### config.mk
export PLATFORM = sky130hd
export DESIGN_NAME = ysyx_24080006_imem_rsp
export DESIGN_NICKNAME = d
export VERILOG_FILES = /design/src/rtl/ysyx_24080006_imem_rsp.sv
export SDC_FILE = /design/constraint.sdc
export NUM_CORES = 1
export LEC_CHECK = 0
export ABC_AREA = 0
export BUFFER_PORTS_ARGS = -buffer_cell sky130_fd_sc_hd__clkbuf_2
export CORE_UTILIZATION = 45
export DETAILED_ROUTE_END_ITERATION = 10
export PLACE_DENSITY = 0.73
export REMOVE_ABC_BUFFERS = 1
export SKIP_CTS_REPAIR_TIMING = 1
export SLEW_MARGIN = 20
export SYNTH_ARGS = -nofsm -noshare
export SYNTH_HDL_FRONTEND = slang
export SYNTH_SLANG_ARGS = --single-unit
### constraint.sdc
create_clock -name clock -period 2.9 [get_ports clock]
set_input_delay 0.58 -clock clock [delete_from_list [all_inputs] [get_ports clock]]
set_output_delay 0.58 -clock clock [all_outputs]
set_load 0.1 [all_outputs]
### src/rtl/ysyx_24080006_imem_rsp.sv
// ---------------------------------------------------------------------------
// ysyx_24080006_imem_rsp
//
// AXI4 read-channel responder (AR/R only) for instruction fetch and icache
// line fills. It serves reads from a word-addressed synchronous memory whose
// read data appears the cycle after the strobe. It supports FIXED, INCR and
// WRAP bursts, a fixed extra start latency, and DECERR/SLVERR responses.
// An errored burst still returns every beat, with zero data.
//
// Ports
//   clock      : single clock, rising edge
//   reset      : asynchronous, active-low reset
//   r_m2s      : AR channel request fields plus rready
//   r_s2m      : arready plus R channel response fields
//   mem_req    : memory read strobe
//   mem_addr   : word index into the memory window
//   mem_rdata  : memory read data, valid the cycle after mem_req
// ---------------------------------------------------------------------------

package ysyx_24080006_axi_pkg;

  typedef struct packed {
    logic        arvalid;
    logic [31:0] araddr;
    logic [3:0]  arid;
    logic [7:0]  arlen;
    logic [2:0]  arsize;
    logic [1:0]  arburst;
    logic        rready;
  } axi_r_m2s_t;

  typedef struct packed {
    logic        arready;
    logic        rvalid;
    logic [31:0] rdata;
    logic [1:0]  rresp;
    logic        rlast;
    logic [3:0]  rid;
  } axi_r_s2m_t;

endpackage

module ysyx_24080006_imem_rsp
  import ysyx_24080006_axi_pkg::*;
#(
  parameter logic [31:0] BASE_ADDR   = 32'h3000_0000,
  parameter int          DEPTH_WORDS = 4096,
  parameter int          LATENCY     = 0
) (
  input  logic                           clock,
  input  logic                           reset,
  input  axi_r_m2s_t                     r_m2s,
  output axi_r_s2m_t                     r_s2m,
  output logic                           mem_req,
  output logic [$clog2(DEPTH_WORDS)-1:0] mem_addr,
  input  logic [31:0]                    mem_rdata
);

  localparam int          AW        = $clog2(DEPTH_WORDS);
  localparam logic [32:0] WIN_BYTES = 33'(DEPTH_WORDS) << 2;
  localparam logic [3:0]  LAT_LOAD  = (LATENCY > 0) ? 4'(LATENCY - 1) : 4'd0;

  localparam logic [1:0] RESP_OKAY   = 2'b00;
  localparam logic [1:0] RESP_SLVERR = 2'b10;
  localparam logic [1:0] RESP_DECERR = 2'b11;

  localparam logic [1:0] BURST_FIXED = 2'b00;
  localparam logic [1:0] BURST_WRAP  = 2'b10;
  localparam logic [1:0] BURST_RSVD  = 2'b11;

  typedef enum logic [1:0] {IDLE, DELAY, READ, RESP} state_t;

  state_t        state;
  state_t        state_n;
  logic          arready_q;
  logic          first_q;
  logic [AW-1:0] idx_q;
  logic [AW-1:0] idx_n;
  logic [3:0]    id_q;
  logic [7:0]    len_q;
  logic [7:0]    beat_q;
  logic [1:0]    burst_q;
  logic [1:0]    err_q;
  logic [3:0]    cnt_q;
  logic [31:0]   rdata_q;

  logic [31:0]   offset;
  logic          in_win;
  logic [1:0]    err_c;
  logic          ar_hs;
  logic          r_hs;
  logic          last;
  logic [AW-1:0] wrap_mask;
  logic [31:0]   beat_data;

  // Window check uses a 33-bit compare so a window ending at 4 GiB still works.
  assign offset = r_m2s.araddr - BASE_ADDR;
  assign in_win = (r_m2s.araddr >= BASE_ADDR) && ({1'b0, offset} < WIN_BYTES);

  // Error class is decided once at acceptance; an unmapped address wins over
  // an illegal burst shape.
  always_comb begin
    err_c = RESP_OKAY;
    if (!in_win) begin
      err_c = RESP_DECERR;
    end else if ((r_m2s.arburst == BURST_RSVD) || (r_m2s.arsize > 3'd2) ||
                 ((r_m2s.arburst == BURST_WRAP) &&
                  !((r_m2s.arlen == 8'd1) || (r_m2s.arlen == 8'd3) ||
                    (r_m2s.arlen == 8'd7) || (r_m2s.arlen == 8'd15)))) begin
      err_c = RESP_SLVERR;
    end
  end

  // arready_q is only ever high in IDLE, so it alone qualifies the AR handshake.
  assign ar_hs     = arready_q & r_m2s.arvalid;
  assign r_hs      = (state == RESP) & r_m2s.rready;
  assign last      = (beat_q == len_q);
  assign beat_data = (err_q == RESP_OKAY) ? mem_rdata : 32'd0;

  // WRAP lengths are 2/4/8/16 beats, so arlen doubles as the in-block index
  // mask; the upper index bits stay put and the low bits roll over.
  assign wrap_mask = AW'(len_q);

  always_comb begin
    idx_n = idx_q + AW'(1);
    case (burst_q)
      BURST_FIXED: idx_n = idx_q;
      BURST_WRAP:  idx_n = (idx_q & ~wrap_mask) | ((idx_q + AW'(1)) & wrap_mask);
      default:     ;
    endcase
  end

  always_comb begin
    state_n = state;
    case (state)
      IDLE: begin
        if (ar_hs) begin
          state_n = (LATENCY > 0) ? DELAY : READ;
        end
      end
      DELAY: begin
        if (cnt_q == 4'd0) begin
          state_n = READ;
        end
      end
      READ: begin
        state_n = RESP;
      end
      RESP: begin
        if (r_hs) begin
          state_n = last ? IDLE : READ;
        end
      end
      default: state_n = IDLE;
    endcase
  end

  // arready is registered from the next state so it stays low throughout
  // reset and rises on the first edge afterwards. first_q marks the first
  // RESP cycle, when the memory output is live and gets captured.
  always_ff @(posedge clock or negedge reset) begin
    if (!reset) begin
      state     <= IDLE;
      arready_q <= 1'b0;
      first_q   <= 1'b0;
    end else begin
      state     <= state_n;
      arready_q <= (state_n == IDLE);
      first_q   <= (state == READ);
    end
  end

  always_ff @(posedge clock or negedge reset) begin
    if (!reset) begin
      idx_q   <= '0;
      id_q    <= 4'd0;
      len_q   <= 8'd0;
      beat_q  <= 8'd0;
      burst_q <= 2'b00;
      err_q   <= RESP_OKAY;
      cnt_q   <= 4'd0;
      rdata_q <= 32'd0;
    end else begin
      if (ar_hs) begin
        idx_q   <= offset[AW+1:2];
        id_q    <= r_m2s.arid;
        len_q   <= r_m2s.arlen;
        burst_q <= r_m2s.arburst;
        err_q   <= err_c;
        beat_q  <= 8'd0;
        cnt_q   <= LAT_LOAD;
      end else if (r_hs && !last) begin
        idx_q  <= idx_n;
        beat_q <= beat_q + 8'd1;
      end
      if ((state == DELAY) && (cnt_q != 4'd0)) begin
        cnt_q <= cnt_q - 4'd1;
      end
      if (first_q) begin
        rdata_q <= beat_data;
      end
    end
  end

  // In the first RESP cycle the data comes straight from memory; afterwards
  // the captured copy keeps it stable while the master stalls.
  always_comb begin
    r_s2m         = '0;
    r_s2m.arready = arready_q;
    if (state == RESP) begin
      r_s2m.rvalid = 1'b1;
      r_s2m.rdata  = first_q ? beat_data : rdata_q;
      r_s2m.rresp  = err_q;
      r_s2m.rlast  = last;
      r_s2m.rid    = id_q;
    end
  end

  assign mem_req  = (state == READ) && (err_q == RESP_OKAY);
  assign mem_addr = mem_req ? idx_q : '0;

endmodule

**Word level (Yosys, flattened, before mapping)**

Cells that the tools add are included.
W data, S select, Z words.

- Output and inout port bits: 54
- Bits in registers: 76
- Logic and storage cells: 75
- Bits of input ports: 85

- $add $sub $neg: 4
- $lt $le $gt $ge: 3
- Muxes and demuxes: 18
- Reduce and logical (&&, ||, !) cells: 21
- Bitwise logic cells: 6
- Equal/unequal tests: 12

Operators by type and width:

| operator | number |
|---|---|
| $mux W32 | 2 |
| $mux W40 | 1 |
| $mux W12 | 3 |
| $ge A32 B30 Y1 const B | 1 |
| $lt A32 B15 Y1 const B | 1 |
| $sub A32 B30 Y32 const B | 1 |
| $pmux W12 S2 | 1 |
| $mux W8 | 2 |
| $add A12 B1 Y12 const B | 1 |
| $and A12 B12 Y12 | 1 |
| $and A12 B8 Y12 | 1 |
| $mux W2 | 6 |
| $not A8 Y12 | 1 |
| $or A12 B12 Y12 | 1 |
| $eq A2 B2 Y1 const B | 5 |
| $add A8 B1 Y8 const B | 1 |
| $eq A8 B1 Y1 const B | 1 |
| $eq A8 B2 Y1 const B | 1 |
| $eq A8 B3 Y1 const B | 1 |
| $eq A8 B4 Y1 const B | 1 |
| $eq A8 B8 Y1 | 1 |
| $logic_not A2 Y1 | 4 |
| $mux W4 | 2 |
| $pmux W2 S4 | 1 |
| 12 further kinds | 23 |

**Longest topological paths before layout**

- Depth in word-level cells: 9
- Mapped depth: 8
- Gate-level depth less buffers: 7

**Least setup slack after synthesis**

Ideal clock, no wire load.

- Path type: register -> output
- From: reg state[1]
- To: out mem_addr[10]
- Setup slack: -0.602 ns
- Arrival time: 2.922 ns
- Path buffers: 2
- Required time: 2.320 ns
- Stages on the path, launching flop included: 6
- Cell sequence: dfrtp_1 > clkbuf_1 > inv_1 > nor4_1 > clkbuf_1 > and2_1

- Longest elaborated chain between the ends: 3

Ends and longest elaborated chain:

| element | RTL line | RTL |
|---|---|---|
| from (decl) | 73 | `state_t state;` |
| from (signal assigned) | 167 | `state <= state_n;` |
| $eq A2 B2 Y1 | 219 | `assign mem_req = (state == READ) && (err_q == RESP_OKAY);` |
| $logic_and A1 B1 Y1 | 219 |  |
| named net mem_req | 54 | `output logic mem_req,` |
| $mux W12 | 220 | `assign mem_addr = mem_req ? idx_q : '0;` |
| to (decl) | 55 | `output logic [$clog2(DEPTH_WORDS)-1:0] mem_addr,` |

The timed path passes the listed nets, and every way through them passes these cells.

==> impl_results.md <==
* Run status: complete, no violations
* Final wirelength at 9730 µm
* Root Buffer: clkbuf_8
* Boundary Pins at 139
* CTS tree: yes
* CTS buffer count at 9
* Number of flops mapped to enable cells by yosys at 0
* Register bit total from synthesis at 76
* Post-layout min period at 2.60 ns
* YS warnings at 0
* Critical Path Start Type: register
* Tot Pwr at 5.46 mW
* Die W at 95.9 µm
* Setup violations, final at 0
* Post-Route Utilization at 67.0%
* Final period util at 89.8%
* Nets at 686
* GR Util All Layers at 22.5%
* Remaining DRCs at 0
* DR iter-0 viols at 140
* Leak at 2.69 nW
* Post-Place Setup Slack at 0.648 ns
* Layout cells sized above 1 at 28.2%
* Detailed-router iteration count before antenna repair at 4
* Max_cap viols at 0
* Crit Path Max Fanout at 18
* Pin count of the biggest net entering global routing at 77
* Netlist cell types at 41
* Pwr dens at 973 nW/µm²
* WP data arrival at 2.02 ns
* Critical path startpoint: state[1]$_DFF_PN0_
* Sink Count at 76
* Worst Reg-to-Reg Cells at 6
* Grt ovf at 0
* Cell breakdown of the critical path: nand2_1, inv_1, buf_4, and2_1, buf_12
* Die height at 95.9 µm
* First-pass GRT wire length at 15800 µm
* Reg2reg start: beat_q[0]$_DFFE_PN0P_
* Synth Cell Area at 3970 µm²
* Clk_skew at 0.00864 ns
* # port buffers at 136
* Wire length per cell at 13.7 µm
* Crit path max-delay cell type: dfrtp_1
* Vias in the first global route at 3414
* Setup CP Type: register to primary output
* Final Hold Viols at 0
* Top cell type's share of synthesized area at 47.9%
* Top FF cell, synth: dfrtp_1
* Hold_ws at 0.364 ns
* Synth-to-layout area growth at 41.4%
* Gpl congestion at 0.885
* Clock Latency Late Sink at 0.34 ns
* Mapped Cells at 466
* Non-Filler Instances at 708
* Via/cell ratio at 5.18
* Worst Path Required at 2.32 ns
* Top post-synthesis cells by area: dfrtp_1 (48%), nand2_1 (8.6%), and2_1 (7.6%)
* Max IR drop VDD at 0.424 mV
* Synth area leader: dfrtp_1
* Max Slew Vio Count at 0
* Worst-path clk slew at 0.08 ns
* H-tree Lvls at 3
* RSZ-0062 raised after global routing: false
* Initial antenna violation count at 0
* Starting Density at 47.4%
* Post-route ant nets at 0
* Syn avg cell area at 8.52 µm²
* Hold/Removal Path Class: input port to async pin
* Final worst setup slack at 0.296 ns
* Worst Max-Slew Pin Slew at 0.919 ns
* Vias at 3665
* Max Freq at 0.384 GHz
* Max incr delay on CP at 0.56 ns
* Crit end category: primary output
* TNS Setup at 0 ns
* Die Area at 9200 µm²
* Asr flop ratio synth at 100%
* Final instance area at 5610 µm²
* Std-Cell Rows at 33
* Post-Place Cells at 692
* Core area at 8380 µm²
* Placement Cell Area at 5450 µm²
* Maximum clock path buffer count at 2
* Post-DP HPWL at 7410 µm
* Slew headroom at 38.8%
* Ant diodes at 0
* Sequential area share after synthesis at 47.9%
## sequential cells by signal, summed over array words and instances (netlist names), named ones only
name       cells
idx_q          5
rdata_q       32
burst_q        2
first_q        1
len_q          8
err_q          2
arready_q      1
id_q           4
cnt_q          4
state          2
beat_q         8
## cell usage in the layout (no fill, tap or decap), types with 7 or more instances in the layout
cell	instances
a21oi_1	7
a31oi_1	8
and2_1	48
and3_1	11
buf_12	45
buf_4	13
clkbuf_2	89
clkbuf_8	9
dfrtp_1	76
inv_1	38
nand2_1	91
nand3_1	12
nand4_1	8
nor2_1	29
nor3_1	7
o21ai_0	40
xnor2_1	9
xor2_1	8
## worst max-delay path: cells and delay by family, from the launching register on
family | cells | cell delay, ns
buffers and inverters | 3 | 0.80
and+or+nand+nor | 2 | 0.32
DFF | 1 | 0.56
## final cells by class
type	instances	area, µm²
flip-flops and latches	76	1900
fillers	662	2770
well taps	105	131
multi-input cells	326	1830
clock buffers	11	131
repair buffers	147	1440
clock inverters	5	37.5
inverters	38	143
## logic make-up after synthesis
logic type | share of synthesized area, %
AO/OA/AOI/OAI | 12.8
XOR/XNOR | 3.75
adder cells (fa/ha/maj) | 0.946
buffers and inverters | 6.24
flip-flops | 47.9
multiplexers | 0.756
AND/OR/NAND/NOR | 27.6
## routing by layer
metal	vias to the layer above	GRT usage [%]	wire (µm)
li1	1808	-	-
met1	1697	28.9	4220
met2	142	38.9	4810
met3	18	3.79	539
met4	0	6.72	151
met5	-	0	0
## worst paths after layout
kind                                    endpoint  slack (ns)
min                        rdata_q[28]$_DFF_PN0_        0.36
max reg2reg                 idx_q[8]$_DFFE_PN0P_        0.70
min reg2reg                  id_q[1]$_DFFE_PN0P_        0.47
min in group clock           id_q[3]$_DFFE_PN0P_        0.42
max in group asynchronous  beat_q[5]$_DFFE_PN0P_        1.94
max                                     r_s2m[9]        0.30
## synth_stat cells (all sizes together) (6+ instances only)
| cell | n |
|---|---|
| and3 | 11 |
| inv | 38 |
| nand2 | 91 |
| clkbuf | 22 |
| o21ai | 40 |
| xor2 | 8 |
| a31oi | 8 |
| nand4 | 8 |
| dfrtp | 76 |
| a21oi | 9 |
| xnor2 | 9 |
| nand3 | 12 |
| nor2 | 29 |
| and2 | 48 |
| nor3 | 7 |
| nor4 | 6 |
## power breakdown
part / internal [mW] / switching, mW / leakage [nW]
Clock: 0.314 / 0.379 / 0.0799
Sequential: 1.41 / 0.293 / 0.989
Combinational: 1.02 / 2.05 / 1.62
Note: power is estimated with default switching activity, not from simulation.
